`config.mk`:
```
export PLATFORM = sky130hd
export DESIGN_NAME = mem_req_arbiter
export DESIGN_NICKNAME = d
export VERILOG_FILES = /design/src/rtl/mem_pkg.sv /design/src/rtl/mem_req_arbiter.sv
export SDC_FILE = /design/constraint.sdc
export NUM_CORES = 1
export LEC_CHECK = 0
export ABC_AREA = 1
export BUFFER_PORTS_ARGS = -buffer_cell sky130_fd_sc_hd__buf_2
export CAP_MARGIN = 40
export CORE_AREA = 2 2 159 161
export CTS_BUF_LIST = sky130_fd_sc_hd__clkbuf_4
export CTS_CLUSTER_SIZE = 25
export DETAILED_ROUTE_END_ITERATION = 10
export DIE_AREA = 0 0 161 163
export PLACE_DENSITY = 0.57
export SLEW_MARGIN = 40
export SYNTH_ARGS = -nofsm -noshare
export SYNTH_HDL_FRONTEND = slang
export SYNTH_SLANG_ARGS = --single-unit
export TNS_END_PERCENT = 20
```
`constraint.sdc`:
```
create_clock -name clk_in -period 1.9 [get_ports clk_in]
set_clock_uncertainty 0.2 [all_clocks]
set_input_delay 0.095 -clock clk_in [delete_from_list [all_inputs] [get_ports clk_in]]
set_output_delay 0.095 -clock clk_in [all_outputs]
set_load 0.005 [all_outputs]
```
`src/rtl/mem_pkg.sv`:
```
// rtl/mem_pkg.sv - shared encodings and helpers for the memory request path
package mem_pkg;

  typedef enum logic [1:0] {
    IDLE     = 2'b00,
    GNT_IF   = 2'b01,
    GNT_LSB  = 2'b10,
    DONE_GAP = 2'b11
  } arb_state_t;

  localparam logic [1:0] LEN_BYTE = 2'b00;
  localparam logic [1:0] LEN_HALF = 2'b01;
  localparam logic [1:0] LEN_WORD = 2'b11;

  // Memory-mapped IO lives in the top quarter of the 18-bit physical space
  function automatic logic is_io_addr(input logic [31:0] addr);
    return addr[17:16] == 2'b11;
  endfunction

endpackage

```
`src/rtl/mem_req_arbiter.sv`:
```
// rtl/mem_req_arbiter.sv - single-outstanding IF/LSB arbiter in front of memory_controller
module mem_req_arbiter
  import mem_pkg::*;
#(
  parameter int STARVE_LIMIT = 4,
  parameter int CNT_W        = 3
) (
  input  logic        clk_in,
  input  logic        rst_in,
  input  logic        rdy_in,
  input  logic        clear_signal,
  input  logic        if_req,
  input  logic [31:0] if_addr,
  output logic [63:0] if_data,
  output logic        if_done,
  input  logic        lsb_req,
  input  logic        lsb_wr,
  input  logic        lsb_signed,
  input  logic [1:0]  lsb_len,
  input  logic [31:0] lsb_addr,
  input  logic [31:0] lsb_wdata,
  output logic [31:0] lsb_rdata,
  output logic        lsb_done,
  output logic        mc_instr_signal,
  output logic [31:0] mc_instr_a,
  input  logic [63:0] mc_instr_d,
  input  logic        mc_instr_done,
  output logic        mc_lsb_signal,
  output logic        mc_lsb_wr,
  output logic        mc_lsb_signed,
  output logic [1:0]  mc_lsb_len,
  output logic [31:0] mc_lsb_a,
  output logic [31:0] mc_lsb_din,
  input  logic [31:0] mc_lsb_dout,
  input  logic        mc_lsb_done
);

  localparam logic [CNT_W-1:0] LIMIT = CNT_W'(STARVE_LIMIT);

  arb_state_t       state_q, state_d;
  logic [CNT_W-1:0] cnt_q, cnt_d;
  logic             isig_d, lsig_d, lwr_d, lsgn_d, idone_d, ldone_d;
  logic [1:0]       llen_d;
  logic [31:0]      ia_d, la_d, ldin_d, rdata_d;
  logic [63:0]      idata_d;

  // Next-state, arbitration, starvation counter and next values of every registered output
  always_comb begin
    state_d = state_q;
    cnt_d   = cnt_q;
    isig_d  = mc_instr_signal;
    ia_d    = mc_instr_a;
    lsig_d  = mc_lsb_signal;
    lwr_d   = mc_lsb_wr;
    lsgn_d  = mc_lsb_signed;
    llen_d  = mc_lsb_len;
    la_d    = mc_lsb_a;
    ldin_d  = mc_lsb_din;
    idata_d = if_data;
    rdata_d = lsb_rdata;
    idone_d = 1'b0;
    ldone_d = 1'b0;

    // Nobody is starving while LSB is not asking
    if (!lsb_req) cnt_d = '0;

    case (state_q)
      IDLE: begin
        // A flush in the same cycle as a request suppresses the grant
        if (!clear_signal) begin
          if (lsb_req && (cnt_q == LIMIT || !if_req)) begin
            state_d = GNT_LSB;
            cnt_d   = '0;
            lsig_d  = 1'b1;
            lwr_d   = lsb_wr;
            lsgn_d  = lsb_signed;
            llen_d  = lsb_len;
            la_d    = lsb_addr;
            ldin_d  = lsb_wdata;
          end else if (if_req) begin
            state_d = GNT_IF;
            isig_d  = 1'b1;
            ia_d    = if_addr;
            if (lsb_req && cnt_q != LIMIT) cnt_d = cnt_q + CNT_W'(1);
          end
        end
      end
      GNT_IF: begin
        // Clear takes priority; a done arriving alongside it is thrown away
        if (clear_signal) begin
          state_d = DONE_GAP;
          isig_d  = 1'b0;
        end else if (mc_instr_done) begin
          state_d = DONE_GAP;
          isig_d  = 1'b0;
          idata_d = mc_instr_d;
          idone_d = 1'b1;
        end
      end
      GNT_LSB: begin
        // Stores have already committed architecturally, so a flush never cancels them
        if (clear_signal && !mc_lsb_wr) begin
          state_d = DONE_GAP;
          lsig_d  = 1'b0;
        end else if (mc_lsb_done) begin
          state_d = DONE_GAP;
          lsig_d  = 1'b0;
          rdata_d = mc_lsb_dout;
          ldone_d = 1'b1;
        end
      end
      default: begin
        // One dead cycle lets the controller fall back to FREE and clear its done flag
        state_d = IDLE;
      end
    endcase
  end

  // State and output registers; pause freezes everything but kills the done pulses
  always_ff @(posedge clk_in) begin
    if (rst_in) begin
      state_q         <= IDLE;
      cnt_q           <= '0;
      mc_instr_signal <= 1'b0;
      mc_instr_a      <= '0;
      mc_lsb_signal   <= 1'b0;
      mc_lsb_wr       <= 1'b0;
      mc_lsb_signed   <= 1'b0;
      mc_lsb_len      <= '0;
      mc_lsb_a        <= '0;
      mc_lsb_din      <= '0;
      if_data         <= '0;
      lsb_rdata       <= '0;
      if_done         <= 1'b0;
      lsb_done        <= 1'b0;
    end else if (!rdy_in) begin
      if_done  <= 1'b0;
      lsb_done <= 1'b0;
    end else begin
      state_q         <= state_d;
      cnt_q           <= cnt_d;
      mc_instr_signal <= isig_d;
      mc_instr_a      <= ia_d;
      mc_lsb_signal   <= lsig_d;
      mc_lsb_wr       <= lwr_d;
      mc_lsb_signed   <= lsgn_d;
      mc_lsb_len      <= llen_d;
      mc_lsb_a        <= la_d;
      mc_lsb_din      <= ldin_d;
      if_data         <= idata_d;
      lsb_rdata       <= rdata_d;
      if_done         <= idone_d;
      lsb_done        <= ldone_d;
    end
  end

endmodule

```
==> metrics.txt, run 1 <==
Fin. Hold Viols=0; Reg area=0.00410 mm2; vias in the first global route=9019; CP arrival=2.11 ns; largest buffer count on any clock path=3; Initial Utilization=0.298; Yosys warning total=0; Yosys reg bits=205; pwr dens=720 mW/mm2; Leakage Power=0.00645 uW; dominant cell type by area after synthesis=dfxtp_1; FP Rows=58; input/output buffers=403; post-detailed-placement half-perimeter wirelength=17100 um; WL met3=2540 um; area of the multi-input gates=0.00279 mm2; sequential cell fraction of total power=0.467; switching share of power=0.257; Worst setup EP type=flop; post-synth top area share=0.558; Post-Syn Nets=1147; dpl cell area=0.00977 mm2; CTS tree=done; die height=163 um; RSZ-0062 raised after global routing=yes; gr usage total=0.214; DR vias=9038; highest routed layer=met4; Congestion Overflow GR=0; register area share after synthesis=0.558; most frequent cell after synthesis=nor2_1; Clock Pin Slew Worst Setup and Hold Paths=0.07 ns; Hold WS=0.0603 ns; first-pass GRT wire length=45600 um; drt first pass iters=5; Detail Route Antenna Nets=0; Post-synth EDFFs=0; Worst slew margin=0.721; required time worst endpoint=2.22 ns; Syn Inst Count=937; Top FF cell, synth=dfxtp_1; maximum vdd ir drop=0.000472 V; WL final=29700 um; clock share of power=0.386; design area=0.0134 mm2; layout cells sized above 1=0.311; # DRC=0; largest net degree at the start of global routing=71; Int Power=7180 uW; combinational share of power=0.147; I/O pin total=404; Sw Pwr=2490 uW; Worst R2R End=if_done$_SDFF_PP0_; # nets final=1855; max-cap violations=0; Clk Latency, worst-skew pair=0.62 ns; Synth cell types=25; DR WL met2=14800 um; DR WL/cell=14.7 um; Tmin final=1.79 ns; Final Max Slew Viols=0; asr flop ratio synth=0; routed vias/inst=4.48; critical path class=flop to flop; Avg Inst Size Synth=7.85 um2; Worst R2R Setup Slack=0.11 ns; core area=0.0247 mm2; ranking of synthesized cells by area=dfxtp_1 56%, nor2_1 17%, o21ai_0 12%, a21oi_1 3.0%, inv_1 2.4%; Setup crit end=if_done$_SDFF_PP0_; Reg2Reg Launch Point=state_q[0]$_SDFFE_PP0P_; fmax=557 MHz; Crit Path Max Fanout=24; initial antenna violation count=3; H-tree depth=2; worst-margin pin slew=0.418 ns; setup violators final=0; Root Buffer=clkbuf_4; Hold WC Path Type=input pin to flop; initial DRC count=636; Post-synth top cells=336 x nor2_1, 205 x dfxtp_1, 183 x o21ai_0; Worst Reg-to-Reg Cells=6; die width=161 um; die area=0.0262 mm2; FILL cells=2211; post-synthesis cell area=0.00736 mm2; run status=finished, final reports clean; crit path from=state_q[0]$_SDFFE_PP0P_; GPL Wtd Cong=0.786; Period Utilization, post-route=0.944; CTS Buf Count=55; Startpoint Class=flop; Metal-1 WL=11600 um; Area Overhead vs Synth=82.5%; Sink Count=205
## layout make-up
class                   instances  area share
diodes                          3    0.000559
well taps                     330      0.0308
flip-flops and latches        205       0.306
clock buffers                  80      0.0447
multi-input cells             619       0.208
clock inverters                16     0.00457
inverters                      51      0.0148
repair buffers                713       0.391
## worst min-delay path by stage
stage                               from                           to  cells after the start
after floorplan                   rst_in   mc_lsb_signal$_SDFFE_PP0P_                      1
after global routing      mc_instr_d[51]     if_data[51]$_SDFFE_PP0P_                      4
after CTS                    if_addr[18]  mc_instr_a[18]$_SDFFE_PP0P_                      4
final                        if_addr[14]  mc_instr_a[14]$_SDFFE_PP0P_                      4
after global placement       lsb_addr[5]     mc_lsb_a[5]$_SDFFE_PP0P_                      3
after detailed placement    lsb_addr[25]    mc_lsb_a[25]$_SDFFE_PP0P_                      3
## layer usage
layer | up-vias | GRT usage
met5 | - | 0
met3 | 64 | 0.0700
met2 | 413 | 0.381
li1 | 4456 | -
met1 | 4105 | 0.238
met4 | 0 | 0.0800
## repair_timing
action | CTS | global route
setup endpoints to repair | 61 | 103
endpoints found under the hold margin | 205 | 2
pin swaps | 0 | 1
hold buffers | 286 | 2
setup buffers | 0 | 0
resized for setup | 1 | 26
cloned | 0 | 2
## sequential cells by signal (all words and copies together), names as in the netlist
signal and flops:
lsb_done 1, mc_lsb_a 32, mc_lsb_wr 1, if_done 1
mc_instr_a 32, if_data 64, mc_lsb_signal 1, mc_lsb_signed 1
cnt_q 3, lsb_rdata 32, mc_instr_signal 1, mc_lsb_din 32
mc_lsb_len 2, state_q 2
## cells by family (layout without fill, tap and decap cells)
family	count (synthesis)	count (layout)	share of synthesized area
compound gates	244	244	0.166
other cells	0	3	0
flops	205	205	0.558
fa+ha+maj	6	6	0.0102
buf+inv	113	860	0.0692
simple gates	369	369	0.197
## placed cells by master (no fill, tap or decap)
master,netlist,final
buf_2,10,403
nor2_1,336,336
dlygate4sd3_1,0,288
dfxtp_1,205,205
o21ai_0,183,169
clkbuf_4,0,80
inv_1,47,46
a21oi_1,44,43
o21ai_1,16,30
nand2_1,15,15
clkinv_1,0,14
buf_12,0,12
buf_4,3,8
nand3_1,6,5
ha_1,6,5
inv_2,4,4
diode_2,0,3
nand4_1,3,3
nor2_4,1,2
nand2_4,1,2
clkbuf_16,0,2
inv_4,0,1
nand3_2,0,1
nand2_2,3,1
nand2_8,0,1
inv_6,0,1
nor2_8,1,1
nand3b_1,1,1
a21oi_2,0,1
or2_2,1,1
a31oi_1,1,1
ha_4,0,1
clkinv_2,0,1
## power by group through the flow
stage               sequential (uW)  combinational [uW]  clock [uW]
global placement               4600                 872           0
global route                   4520                1550        4100
detailed placement             4600                 880           0
floorplan                      4620                 387           0
finish                         4510                1420        3730
CTS                            4510                1350        3850
## worst max-delay path, cell delays in order (launching register included)
cell           delay [ns]
dfxtp_1              0.31
buf_4                0.15
ha_4                 0.17
nand3_2              0.10
buf_12               0.16
nor2_1               0.05
dlygate4sd3_1        0.55
## stage by stage
step / TNS (ns) / std cells / total power [uW] / utilization / worst slack, ns
final: 0 / 2017 / 9670 / 0.544 / 0.106
after CTS: 0 / 2010 / 9700 / 0.539 / 0.0135
after floorplan: 0 / 937 / 5000 / - / 0.218
after global routing: -0.0769 / 2017 / 10200 / 0.544 / -0.0220
after detailed placement: -3.27 / 1628 / 5480 / 0.396 / -0.111
after global placement: -0.247 / 1628 / 5470 / 0.396 / -0.0193
Power figures use the tool's default switching activity.
==> run 2, diff against run 1 <==
--- a/config.mk
+++ b/config.mk
@@ -6,7 +6,7 @@
 export NUM_CORES = 1
 export LEC_CHECK = 0
 export ABC_AREA = 1
-export BUFFER_PORTS_ARGS = -buffer_cell sky130_fd_sc_hd__buf_2
+export BUFFER_PORTS_ARGS = -buffer_cell sky130_fd_sc_hd__clkbuf_2
 export CAP_MARGIN = 40
 export CORE_AREA = 2 2 159 161
 export CTS_BUF_LIST = sky130_fd_sc_hd__clkbuf_4
@@ -14,6 +14,7 @@
 export DETAILED_ROUTE_END_ITERATION = 10
 export DIE_AREA = 0 0 161 163
 export PLACE_DENSITY = 0.57
+export SETUP_SLACK_MARGIN = 0.1
 export SLEW_MARGIN = 40
 export SYNTH_ARGS = -nofsm -noshare
 export SYNTH_HDL_FRONTEND = slang
==> metrics.txt, run 2 (synthesized netlist as in run 1, its figures left out) <==
Period Utilization, post-route=0.973 (+0.0288); vias in the first global route=9206 (+2.1%); pwr dens=711 mW/mm2 (-1.3%); CP Cell Sequence=inv_2, ha_4, nand2_4, nand2_4, nand2_4, nor2_8, inv_8, buf_12, nor2_1, nor2_1; Area Overhead vs Synth=86.8%; die width=161 um (unchanged); FILL cells=2168 (-1.9%); H-tree depth=2 (unchanged); # DRC=0 (unchanged); Clock Pin Slew Worst Setup and Hold Paths=0.06 ns (about the same); Hold WS=0.0708 ns (+0.0104 ns); layout cells sized above 1=0.334 (+0.0230); setup violators final=0 (unchanged); Initial Utilization=0.298 (unchanged); RSZ-0062 raised after global routing=yes; DR vias=9267 (+2.5%); Leakage Power=0.00644 uW (-0.26%); crit-path max cell delay=0.32 ns (-0.23 ns); WL final=31100 um (+4.8%); Detail Route Antenna Nets=0 (unchanged); I/O pin total=404 (unchanged); die height=163 um (unchanged); first-pass GRT wire length=45200 um (-0.70%); final core utilization=0.557 (+0.0129); Critical Path Slowest Stage Cell=dfxtp_2; Final Max Slew Viols=0 (unchanged); CP most frequent cell=nand2_4; FP Rows=58 (unchanged); fmax=541 MHz (-3.0%); WL met3=2600 um (+2.5%); commonest non-fill, non-tap cell in the layout=clkbuf_2; CP arrival=2.16 ns (+0.05 ns); max-cap violations=0 (unchanged); die area=0.0262 mm2 (unchanged); Sink Count=205 (unchanged); Root Buffer=clkbuf_4; drt first pass iters=4 (-1); initial antenna violation count=2 (-1); CTS tree=done; routed vias/inst=4.57 (+1.9%); Fin. Hold Viols=0 (unchanged); DR WL/cell=15.3 um (+4.2%); required time worst endpoint=2.21 ns (about the same); worst-margin pin slew=0.379 ns (-0.0387 ns); core area=0.0247 mm2 (unchanged); Startpoint Class=flop; run status=finished, final reports clean; Metal-1 WL=11700 um (+0.47%); dpl cell area=0.00975 mm2 (-0.21%); largest net degree at the start of global routing=73 (+2.8%); initial DRC count=607 (-4.6%); maximum vdd ir drop=0.000490 V (+3.7%); # nets final=1872 (+0.92%); Hold WC Path Type=input pin to flop; max reg flops=64 (unchanged); CTS Buf Count=54 (-1.8%); final setup TNS=0 ns (unchanged); DR WL met2=15600 um (+5.8%); most frequent cells in the layout=403 x clkbuf_2, 317 x nor2_1, 295 x dlygate4sd3_1; gr usage total=0.212 (-0.00171); largest buffer count on any clock path=3 (unchanged); Worst slew margin=0.744 (+0.0232); post-detailed-placement half-perimeter wirelength=17300 um (+1.4%); GPL Wtd Cong=0.813 (+3.3%); Tmin final=1.85 ns (+0.0547 ns); Biggest register=if_data; Crit Path Max Fanout=10 (-58%); highest routed layer=met4; input/output buffers=403 (unchanged); Congestion Overflow GR=0 (unchanged); Worst setup EP type=flop; Clk Latency, worst-skew pair=0.61 ns (about the same); design area=0.0137 mm2 (+2.4%); critical path class=flop to flop
[run 2: cell count changes in the layout (fill, tap and decap cells not counted), sizes merged]
| cell | before | now |
|---|---|---|
| buf | 423 | 29 |
| clkbuf | 82 | 492 |
| clkinv | 15 | 5 |
| diode | 3 | 2 |
| dlygate4sd3 | 288 | 295 |
[run 2: through the flow]
stage | setup WS [ns] | std cells | power [uW]
CTS | 0.0993 | 2013 | 9780
finish | 0.0509 | 2029 | 9770
global route | -0.0517 | 2029 | 10300
floorplan | 0.218 | 937 | 5000
detailed placement | 0.0470 | 1627 | 5480
global placement | 0.0774 | 1627 | 5470
[run 2: worst paths after layout]
kind                                                    to  slack (ns)                       start  depth (start not counted)
worst max register to register    mc_lsb_a[5]$_SDFFE_PP0P_        0.05       cnt_q[0]$_SDFFE_PP0P_                         10
worst max-delay path              mc_lsb_a[5]$_SDFFE_PP0P_        0.05       cnt_q[0]$_SDFFE_PP0P_                         10
worst min register to register  lsb_rdata[26]$_SDFFE_PP0P_        0.24  lsb_rdata[26]$_SDFFE_PP0P_                          2
worst min-delay path              if_data[19]$_SDFFE_PP0P_        0.07              mc_instr_d[19]                          4
[run 2: critical path: cells and delay by family, from the launching register on]
family | cells | cell delay, ns
buffers and inverters | 3 | 0.35
and+or+nand+nor | 6 | 0.73
adders and majority gates | 1 | 0.14
DFF | 1 | 0.32
[run 2: repair_timing]
action | in CTS | in global routing
endpoints found under the setup margin | 33 | 121
hold endpoints to repair | 205 | 0
hold buffers | 295 | 0
gates resized for setup | 3 | 60
cloned | 0 | 8
buffers inserted | 0 | 6
pin swaps | 0 | 6
[run 2: power breakdown]
group	leakage [uW]	internal (uW)	switching [uW]
combinational	0.00437	850	641
sequential	0.00166	4440	81.1
clock	0.000403	2000	1760
[run 2: routing by layer]
metal / track usage / vias to the layer above
li1: - / 4480
met1: 0.228 / 4226
met2: 0.377 / 462
met3: 0.0703 / 99
met4: 0.101 / 0
met5: 0 / -
[run 2: final cells by class]
cell class / instances / area (um2) / share of cell area
Clock inverter: 6 / 22.5 / 0.00164
Sequential cell: 205 / 4110 / 0.299
Antenna cell: 2 / 5.00 / 0.000364
Inverter: 51 / 201 / 0.0147
Clock buffer: 85 / 638 / 0.0464
Tap cell: 330 / 413 / 0.0300
Multi-Input combinational cell: 619 / 2880 / 0.210
Timing Repair Buffer: 731 / 5480 / 0.398
